[src/rtl/pong_pkg.sv]
// Shared encodings and widths for the pong game sequencer and its helpers.
package pong_pkg;

    localparam int SCORE_W = 4;
    localparam int TIMER_W = 8;

    typedef enum logic [2:0] {
        ST_IDLE     = 3'd0,
        ST_SERVE    = 3'd1,
        ST_PLAY     = 3'd2,
        ST_POINT    = 3'd3,
        ST_GAMEOVER = 3'd4
    } state_t;

    localparam logic DIR_TO_P2 = 1'b0;
    localparam logic DIR_TO_P1 = 1'b1;

endpackage

[src/rtl/btn_sync_edge.sv]
// Two-flop synchronizer for a raw button/switch, with an optional one-cycle rising-edge pulse.
module btn_sync_edge #(
    parameter bit EDGE_EN = 1'b1
) (
    input  logic clk,
    input  logic reset,
    input  logic btn_raw,
    output logic btn_s,
    output logic btn_rise
);

    logic [2:0] sync_q;
    logic [2:0] sync_d;

    always_comb begin
        sync_d = {sync_q[1:0], btn_raw};
    end

    always_ff @(posedge clk or posedge reset) begin
        if (reset) begin
            sync_q <= '0;
        end else begin
            sync_q <= sync_d;
        end
    end

    // Third stage only serves as the "previous" sample for edge detection.
    assign btn_s    = sync_q[1];
    assign btn_rise = EDGE_EN ? (sync_q[1] & ~sync_q[2]) : 1'b0;

endmodule

[src/rtl/pong_game_ctrl.sv]
// Pong game sequencer: serve/play/point/game-over flow, scores and frame-counted delays.
module pong_game_ctrl
    import pong_pkg::*;
#(
    parameter int unsigned SERVE_FRAMES = 60,
    parameter int unsigned POINT_FRAMES = 90,
    parameter int unsigned WIN_SCORE    = 7
) (
    input  logic               clk,
    input  logic               reset,
    input  logic               frame_tick,
    input  logic               btn_start,
    input  logic               sw_pause,
    input  logic               miss_left,
    input  logic               miss_right,
    output logic               ball_en,
    output logic               ball_rst,
    output logic               paddle_en,
    output logic               serve_dir,
    output logic [SCORE_W-1:0] score_p1,
    output logic [SCORE_W-1:0] score_p2,
    output logic               game_over,
    output logic               winner,
    output logic [2:0]         state_o
);

    localparam logic [TIMER_W-1:0] SERVE_LOAD = TIMER_W'(SERVE_FRAMES);
    localparam logic [TIMER_W-1:0] POINT_LOAD = TIMER_W'(POINT_FRAMES);
    localparam logic [SCORE_W-1:0] WIN_VAL    = SCORE_W'(WIN_SCORE);

    logic start_p;
    logic pause_s;
    logic start_lvl_unused;
    logic pause_rise_unused;

    btn_sync_edge #(.EDGE_EN(1'b1)) u_start_sync (
        .clk      (clk),
        .reset    (reset),
        .btn_raw  (btn_start),
        .btn_s    (start_lvl_unused),
        .btn_rise (start_p)
    );

    btn_sync_edge #(.EDGE_EN(1'b0)) u_pause_sync (
        .clk      (clk),
        .reset    (reset),
        .btn_raw  (sw_pause),
        .btn_s    (pause_s),
        .btn_rise (pause_rise_unused)
    );

    state_t               state_q, state_d;
    logic [TIMER_W-1:0]   timer_q, timer_d;
    logic [SCORE_W-1:0]   score_p1_q, score_p1_d;
    logic [SCORE_W-1:0]   score_p2_q, score_p2_d;
    logic                 serve_dir_q, serve_dir_d;
    logic                 winner_q, winner_d;

    always_ff @(posedge clk or posedge reset) begin
        if (reset) begin
            state_q     <= ST_IDLE;
            timer_q     <= '0;
            score_p1_q  <= '0;
            score_p2_q  <= '0;
            serve_dir_q <= DIR_TO_P2;
            winner_q    <= 1'b0;
        end else begin
            state_q     <= state_d;
            timer_q     <= timer_d;
            score_p1_q  <= score_p1_d;
            score_p2_q  <= score_p2_d;
            serve_dir_q <= serve_dir_d;
            winner_q    <= winner_d;
        end
    end

    always_comb begin
        state_d     = state_q;
        timer_d     = timer_q;
        score_p1_d  = score_p1_q;
        score_p2_d  = score_p2_q;
        serve_dir_d = serve_dir_q;
        winner_d    = winner_q;

        case (state_q)
            ST_IDLE, ST_GAMEOVER: begin
                if (start_p) begin
                    state_d     = ST_SERVE;
                    score_p1_d  = '0;
                    score_p2_d  = '0;
                    serve_dir_d = DIR_TO_P2;
                    timer_d     = SERVE_LOAD;
                end
            end
            ST_SERVE: begin
                if (frame_tick) begin
                    timer_d = timer_q - TIMER_W'(1);
                    if (timer_q == TIMER_W'(1)) begin
                        state_d = ST_PLAY;
                    end
                end
            end
            ST_PLAY: begin
                // A simultaneous double miss still ends the rally but awards nobody.
                if (miss_left || miss_right) begin
                    state_d = ST_POINT;
                    timer_d = POINT_LOAD;
                    if (miss_left && !miss_right) begin
                        score_p2_d  = score_p2_q + SCORE_W'(1);
                        serve_dir_d = DIR_TO_P1;
                    end else if (miss_right && !miss_left) begin
                        score_p1_d  = score_p1_q + SCORE_W'(1);
                        serve_dir_d = DIR_TO_P2;
                    end
                end
            end
            ST_POINT: begin
                if (frame_tick && !pause_s) begin
                    timer_d = timer_q - TIMER_W'(1);
                    if (timer_q == TIMER_W'(1)) begin
                        if (score_p1_q == WIN_VAL) begin
                            state_d  = ST_GAMEOVER;
                            winner_d = 1'b0;
                        end else if (score_p2_q == WIN_VAL) begin
                            state_d  = ST_GAMEOVER;
                            winner_d = 1'b1;
                        end else begin
                            state_d = ST_SERVE;
                            timer_d = SERVE_LOAD;
                        end
                    end
                end
            end
            default: begin
                state_d = ST_IDLE;
            end
        endcase
    end

    always_comb begin
        ball_rst  = 1'b0;
        ball_en   = 1'b0;
        paddle_en = 1'b0;
        game_over = 1'b0;
        case (state_q)
            ST_IDLE:     ball_rst = 1'b1;
            ST_SERVE: begin
                ball_rst  = 1'b1;
                paddle_en = 1'b1;
            end
            ST_PLAY: begin
                ball_en   = !pause_s;
                paddle_en = !pause_s;
            end
            ST_GAMEOVER: game_over = 1'b1;
            default: begin
                ball_rst = 1'b0;
            end
        endcase
    end

    assign state_o   = state_q;
    assign score_p1  = score_p1_q;
    assign score_p2  = score_p2_q;
    assign serve_dir = serve_dir_q;
    assign winner    = winner_q;

endmodule

[config.mk]
export PLATFORM = sky130hd
export DESIGN_NAME = pong_game_ctrl
export DESIGN_NICKNAME = d
export VERILOG_FILES = /design/src/rtl/pong_pkg.sv /design/src/rtl/btn_sync_edge.sv /design/src/rtl/pong_game_ctrl.sv
export SDC_FILE = /design/constraint.sdc
export NUM_CORES = 1
export LEC_CHECK = 0
export CORE_MARGIN = 2
export CORE_UTILIZATION = 50
export DETAILED_ROUTE_END_ITERATION = 10
export PLACE_DENSITY = 0.84
export SLEW_MARGIN = 20
export SYNTH_ARGS = -nofsm -noshare
export SYNTH_HDL_FRONTEND = slang
export SYNTH_SLANG_ARGS = --single-unit
[constraint.sdc]
create_clock -name clk -period 2.23 [get_ports clk]
set_input_delay 0.3345 -clock clk [delete_from_list [all_inputs] [get_ports clk]]
set_output_delay 0.3345 -clock clk [all_outputs]
set_load 0.02 [all_outputs]
==> flow_summary.toml, run 1 <==
[setup_path]
crit_type = "reg2out"
r2r_cells = 6
reg2reg_slack_ns = 0.43
critPathArrivalTime_ns = 1.81
crit_chain = "nand2b_2 -> or2_2 -> o22ai_1 -> clkdlybuf4s15_1"
reg2reg_to = "timer_q[7]"
slowest_stage = "dfrtp_1"
critPathMaxFanout = 10
required_ns = 1.90
start_kind = "flop"
worstSetupEndpointType = "primary output"
cp_slowest_stage_delay_ns = 0.40
r2r_start = "score_p2[0]"

[sta]
worst_slew_pin_slew_ns = 0.464
fin_crit_sh_pct = 96.3
period_needed_ns = 2.15
clock_skew_ns = 0.0109
slew_viol_final = 0
max_freq_ghz = 0.465
slew_headroom_pct = 68.7
rsz0062_at_grt = "false"
setup_viol = 0
holdWs_ns = 0.342
hold_viol = 0

[yosys]
syn-cell-area_mm2 = 0.00149
synth.top_cells.by_area = "dfrtp_1, ha_1, o21ai_0"
synth_top_area_share_pct = 43.7
synth-edff-count = 0
synth_top_cell_by_area = "dfrtp_1"
synthDistinctLibCells = 49
async_flop_share_pct = 100
ys_seq_area_share_pct = 43.7
ys_seq_elements = 26
synth_warnings = 0
synthesis.instances = 149
syn-num-nets = 163
synth_area_per_cell_um2 = 9.98
synthFlopType = "dfrtp_1"

[cts]
cts_root_buffer = "clkbuf_4"
numCtsBuffers = 3
clk_latency_ns = 0.33
h-tree-depth = 1
ctsHoldBuffers = 0
cts_tree = "built"
clock-sinks = 26
clk_pin_slew_worst_paths_ns = 0.15
cts.path.max_buffers = 2
postCtsSetupBuffers = 0

[power]
finalPower_mw = 1.77
power_frac_comb_pct = 43.2
internal-power_mw = 1.11
power_frac_clock_pct = 18.5
p_leak_nw = 0.810
swShare_pct = 37.2
switchingPower_uw = 659
power.density_mw_per_mm2 = 967
vdd_ir_drop_max_uv = 759
seqPwrFrac_pct = 38.3

[grt]
grt_usage_pct = 22.4
grt.overflow.total = 0
grt_pass1_vias = 1258
antenna_found_initial = 0
grt_pass1_wl_mm = 5.82
grt_max_degree = 27

[drt]
drc = 0
routed_wl_mm = 3.33
m1WireLength_mm = 1.48
met2_length_mm = 1.62
vias_per_cell = 6.03
firstDrtPassIters = 4
routed.top_layer = "met4"
drtAntennaViolNets = 0
drt_iter0_drc = 67
dr_wl_met3_um = 165
vias = 1267
routedWlPerCell_um = 15.9

[final_layout]
syn2layout_area_growth_pct = 23.0
layout_commonest_cell = "dfrtp_1"
finalInstanceArea_mm2 = 0.00183
fill_cells = 227
drive_gt1_share_pct = 16.2
final_cell_mix = "dfrtp_1, clkdlybuf4s50_1, o21ai_0"
nets = 194
final_cells = 210
postLayoutCoreUtil_pct = 65.8
antenna_cells = 0

[status]
status = "finished, final reports clean"

[floorplanning]
rows = 19
ios = 24
start_util_pct = 53.5
dieArea_mm2 = 0.00343
die_width_um = 58.5
die_h_um = 58.5
core-area_mm2 = 0.00278

[place]
dp_hpwl_mm = 2.51
numPortBuffers = 23
dpl_cell_area_mm2 = 0.00178
dp_cells = 206
routabilityCongestion = 0.917

[worst_hold_path]
worstHoldPathType = "in2async"

[job]
drv_cap = 0
==> registers in the layout, indices dropped and copies added (netlist names) <==
| signal | flops |
|---|---|
| timer_q | 8 |
| score_p1 | 4 |
| score_p2 | 4 |
| state_o | 3 |
| u_start_sync.sync_q | 3 |
| u_pause_sync.sync_q | 2 |
| serve_dir | 1 |
| winner | 1 |
==> cells in the mapped netlist, drive strengths merged, types with 2 or more instances <==
cell / count
a21o: 2
a21oi: 10
a22o: 3
a31oi: 2
and2: 2
buf: 4
dfrtp: 26
ha: 7
inv: 7
mux2: 4
nand2: 11
nand2b: 3
nand3: 2
nand4: 2
nor2: 12
nor2b: 3
nor3: 3
o21a: 3
o21ai: 16
o22a: 2
o31ai: 3
or2: 2
==> cell families after synthesis <==
| logic type | share of synthesized area (%) |
|---|---|
| DFF | 43.7 |
| and+or+nand+nor | 20.3 |
| xor gates and xnor gates | 0.589 |
| muxes | 3.03 |
| adders and majority gates | 5.89 |
| AOI/OAI and AO/OA | 22.8 |
| buffers and inverters | 3.70 |
==> power by group through the flow <==
stage | Clock [mW] | Combinational, mW | Sequential (mW)
CTS | 0.333 | 0.764 | 0.676
finish | 0.327 | 0.765 | 0.679
detailed placement | 0 | 0.768 | 0.685
global route | 0.355 | 0.841 | 0.700
global placement | 0 | 0.743 | 0.678
floorplan | 0 | 0.448 | 0.731
==> metrics by stage <==
stage | TNS (ns) | setup slack [ns]
4_1_cts | 0 | 0.0523
3_3_place_gp | 0 | 0.0455
5_1_grt | 0 | 0.0186
2_1_floorplan | 0 | 0.450
6_report | 0 | 0.0815
3_5_place_dp | -0.0255 | -0.0160
==> timing repair <==
| action | CTS | global route |
|---|---|---|
| resized for setup | 3 | 1 |
| endpoints found under the setup margin | 3 | 1 |
| hold endpoints to repair | 0 | 0 |
| cloned | 0 | 0 |
==> per-layer routing <==
metal  up-vias  GRT usage [%]
met1       609           30.1
met3        11           5.49
met2        37           35.0
li1        610              -
met5         -              0
met4         0           8.97
==> critical path: cells and delay by family, from the launching register on <==
family | cells | cell delay [ns]
simple gates | 2 | 0.58
flops | 1 | 0.40
buf+inv | 1 | 0.32
compound gates | 1 | 0.18
==> layout make-up <==
class / instances / area (µm²) / area share (%)
Clock inverter: 1 / 30.0 / 1.64
Sequential cell: 26 / 651 / 35.5
Tap cell: 31 / 38.8 / 2.12
Clock buffer: 3 / 22.5 / 1.23
Inverter: 7 / 26.3 / 1.44
Timing Repair Buffer: 30 / 280 / 15.3
Multi-Input combinational cell: 112 / 782 / 42.7
==> worst max path at each step <==
| stage | start | endpoint | slack [ns] |
|---|---|---|---|
| after floorplan | state_o[2] | paddle_en | 0.45 |
| after global placement | miss_left | state_o[2] | 0.05 |
| after detailed placement | miss_left | state_o[1] | -0.02 |
| after CTS | state_o[2] | paddle_en | 0.05 |
| after global routing | state_o[2] | paddle_en | 0.02 |
| final | state_o[2] | paddle_en | 0.08 |
Power figures use the tool's default switching activity.
==> inputs of run 2 (changes only) <==
--- a/config.mk
+++ b/config.mk
@@ -5,6 +5,7 @@
 export SDC_FILE = /design/constraint.sdc
 export NUM_CORES = 1
 export LEC_CHECK = 0
+export ABC_CLOCK_PERIOD_IN_PS = 2230
 export CORE_MARGIN = 2
 export CORE_UTILIZATION = 50
 export DETAILED_ROUTE_END_ITERATION = 10
==> results of run 2 <==
The final DEF is identical to that of run 1; final timing and power are the same.
==> inputs of run 3 (changes only) <==
--- a/config.mk
+++ b/config.mk
@@ -9,6 +9,7 @@
 export CORE_MARGIN = 2
 export CORE_UTILIZATION = 50
 export DETAILED_ROUTE_END_ITERATION = 10
+export HOLD_SLACK_MARGIN = 0.02
 export PLACE_DENSITY = 0.84
 export SLEW_MARGIN = 20
 export SYNTH_ARGS = -nofsm -noshare
==> results of run 3 <==
The final DEF is identical to that of run 1; final timing and power are the same.
==> RTL edit, RTL diff (config.mk and constraints of run 3) <==
Put a register stage on the output `ball_en`, cleared by the reset. The value now appears one clock later. The other outputs are not delayed to match.
--- a/src/rtl/pong_game_ctrl.sv
+++ b/src/rtl/pong_game_ctrl.sv
@@ -27,6 +27,8 @@
     localparam logic [TIMER_W-1:0] SERVE_LOAD = TIMER_W'(SERVE_FRAMES);
     localparam logic [TIMER_W-1:0] POINT_LOAD = TIMER_W'(POINT_FRAMES);
     localparam logic [SCORE_W-1:0] WIN_VAL    = SCORE_W'(WIN_SCORE);
+
+    logic ball_en_d;
 
     logic start_p;
     logic pause_s;
@@ -139,7 +141,7 @@
 
     always_comb begin
         ball_rst  = 1'b0;
-        ball_en   = 1'b0;
+        ball_en_d = 1'b0;
         paddle_en = 1'b0;
         game_over = 1'b0;
         case (state_q)
@@ -149,7 +151,7 @@
                 paddle_en = 1'b1;
             end
             ST_PLAY: begin
-                ball_en   = !pause_s;
+                ball_en_d = !pause_s;
                 paddle_en = !pause_s;
             end
             ST_GAMEOVER: game_over = 1'b1;
@@ -165,5 +167,13 @@
     assign serve_dir = serve_dir_q;
     assign winner    = winner_q;
 
+    always_ff @(posedge clk or posedge reset) begin
+        if (reset) begin
+            ball_en <= '0;
+        end else begin
+            ball_en <= ball_en_d;
+        end
+    end
+
 endmodule
 
Formal check against the unedited RTL: no difference found for any inputs over 10 cycles, from zero or initial values and one cycle with reset high; that may be too few to reach the edited logic, so the function may still have changed.
==> RTL edit against run 3 <==
Wire length is 2.8% lower; largest cell class unchanged; critical path depth is 1 higher; first-iteration DRC count is 3.0% lower; sequential cell count is 1 higher; design area hardly changed; worst setup slack better by 0.031 ns; clock skew hardly changed; die area is 0.24% lower; worst hold slack hardly changed; area after synthesis is 0.25% lower.
Power is not compared: it rests on default switching activity, and its combinational part moved more than twofold at a synthesized area within 25%.
==> RTL edit: results (changes against run 3) <==
{| class="wikitable"
! Metric !! Value
|-
| Worst-Margin Slew || 0.473 ns (was 0.464 ns)
|-
| Number of flip-flops in the largest register || 8 (unchanged)
|-
| Total iterations of the first detailed-routing run || 4 (unchanged)
|-
| Data arrival, critical path || 2.34 ns (was 1.81 ns)
|-
| First-pass GRT wire length || 5380 um (was 5820 um)
|-
| Kind of cell adding the most delay to the critical path || simple AND/OR/NAND/NOR gates (unchanged)
|-
| Placed Instances || 214 (was 206)
|-
| Half-perimeter wire length of the detailed placement result || 2400 um (was 2510 um)
|-
| Maximum fanout encountered on the critical timing path || 7 (was 10)
|-
| Min-delay worst type || in2async (unchanged)
|-
| Via-per-instance ratio || 5.96 (was 6.03)
|-
| CTS buffer count || 3 (unchanged)
|-
| Number of DRC violations after detailed-routing iteration 0 || 65 (was 67)
|-
| Maximum number of buffers from clock root to sink || 2 (unchanged)
|-
| Most frequent cells after synthesis || dfrtp_1, nor2_1, o21ai_0 (was dfrtp_1, o21ai_0, nor2_1)
|-
| Net count after synthesis || 172 (was 163)
|-
| Leakage dissipation || 0.820 nW
|-
| Mean instance size in the synthesized netlist || 9.39 um^2 (was 9.98 um^2)
|-
| Async set-reset flop share out of synthesis || 1.00 (unchanged)
|-
| Proportion of layout cells with a drive suffix above 1 || 0.116 (was 0.162)
|-
| Status || complete, no violations (unchanged)
|-
| CP max stage cell || or4_4 (was dfrtp_1)
|-
| Worst VDD drop || 507 uV
|-
| Top reg by flops || timer_q (unchanged)
|-
| Count of cell types in the netlist || 41 (was 49)
|-
| Ant diodes || 0 (unchanged)
|-
| Root buffer cell || clkbuf_4 (unchanged)
|-
| Clock input transition at the sequential cells of the worst setup and hold paths || 0.15 ns (about the same)
|-
| CTS H-tree lvls || 1 (unchanged)
|-
| Most common cell after layout, fill and taps aside || dfrtp_1 (unchanged)
|-
| Number of antenna violations at the first check in global routing || 0 (unchanged)
|-
| Number of inserted filler cells in the final layout || 224 (was 227)
|-
| GPL Wtd Cong || 0.879 (was 0.917)
|-
| Total of buffers placed on input and output ports || 23 (unchanged)
|-
| Post-synthesis sequential area ratio || 0.455 (was 0.437)
|-
| Biggest area contributors in the synthesized netlist || dfrtp_1, ha_1, o21ai_0, a21oi_1, nor2_1 (was dfrtp_1, ha_1, o21ai_0, mux2_2, nor2_1)
|-
| Vias || 1311 (was 1267)
|-
| Post-synth top flop || dfrtp_1 (unchanged)
|-
| Average detailed-routed wire length per instance || 14.7 um (was 15.9 um)
|-
| Largest net degree at the start of global routing || 28 (was 27)
|-
| Final layout net count || 204 (was 194)
|-
| Layout Skew || 0.0105 ns (was 0.0109 ns)
|-
| Clock Latency Late Sink || 0.32 ns
|-
| Number of warnings reported in the yosys synthesis log || 0 (unchanged)
|-
| Overall routing resource usage || 0.205 (was 0.224)
|-
| Largest stage delay on the critical path || 0.54 ns (was 0.40 ns)
|}
-- RTL edit: cell count changes after synthesis, moves of 4 or more --
cell	run 3	this run
clkbuf_1	0	5
a21oi_1	8	12
nor3_1	3	7
nor3b_1	0	4
nand3_1	2	7
-- RTL edit: final cells by class --
class	instances	area share
Sequential cell	27	0.370
Inverter	8	0.0164
Tap cell	31	0.0212
Multi-Input combinational cell	117	0.408
Clock buffer	3	0.0123
Timing Repair Buffer	33	0.168
Clock inverter	1	0.00410
-- RTL edit: layer usage --
layer / global-route usage / part of all wire / vias up
li1: - / - / 634
met1: 0.258 / 0.44 / 615
met2: 0.345 / 0.48 / 52
met3: 0.0352 / 0.056 / 10
met4: 0.0897 / 0.018 / 0
met5: 0 / 0 / -
-- RTL edit: logic make-up after synthesis --
family / count (synthesis) / synth area share
AOI/OAI and AO/OA: 43 / 0.188
adders and majority gates: 7 / 0.0590
buffers and inverters: 14 / 0.0405
DFF: 27 / 0.455
muxes: 3 / 0.0219
and+or+nand+nor: 64 / 0.235
-- RTL edit: worst register-to-register path: stages, from the launching register on --
cell     delay (ns)
dfrtp_1        0.44
or3_4          0.40
or4_4          0.54
o21ai_4        0.26
nor3_2         0.07
a311o_1        0.31
-- RTL edit: path summary, 6_finish.rpt --
kind | start | end | slack [ns] | cells past startpoint
min reg2reg | u_start_sync.sync_q[0] | u_start_sync.sync_q[1] | 0.38 | 0
max in group asynchronous | reset | state_o[0] | 1.62 | 3
min in group clk | u_start_sync.sync_q[0] | u_start_sync.sync_q[1] | 0.38 | 0
max | timer_q[3] | timer_q[7] | 0.11 | 5
max reg2reg | timer_q[3] | timer_q[7] | 0.11 | 5
min | reset | timer_q[6] | 0.34 | 3
-- RTL edit: power by group --
group	total [mW]	internal (mW)	switching, mW
Clock	0.211	0.0686	0.143
Combinational	0.295	0.131	0.163
Sequential	0.591	0.538	0.0523
Total	1.10	0.738	0.359
-- RTL edit: per-stage QoR --
step | util | area, um^2 | worst slack (ns)
after detailed placement | 0.641 | 1780 | 0.0675
final | 0.659 | 1830 | 0.113
after global placement | 0.641 | 1780 | 0.156
after floorplan | - | 1480 | 0.240
after global routing | 0.659 | 1830 | 0.0249
after CTS | 0.652 | 1810 | 0.0647
-- RTL edit: repair_timing --
| item | CTS | global route |
|---|---|---|
| hold buffers | 0 | 0 |
| endpoints found under the setup margin | 1 | 1 |
| gates resized for setup | 1 | 1 |
| setup buffers | 0 | 2 |
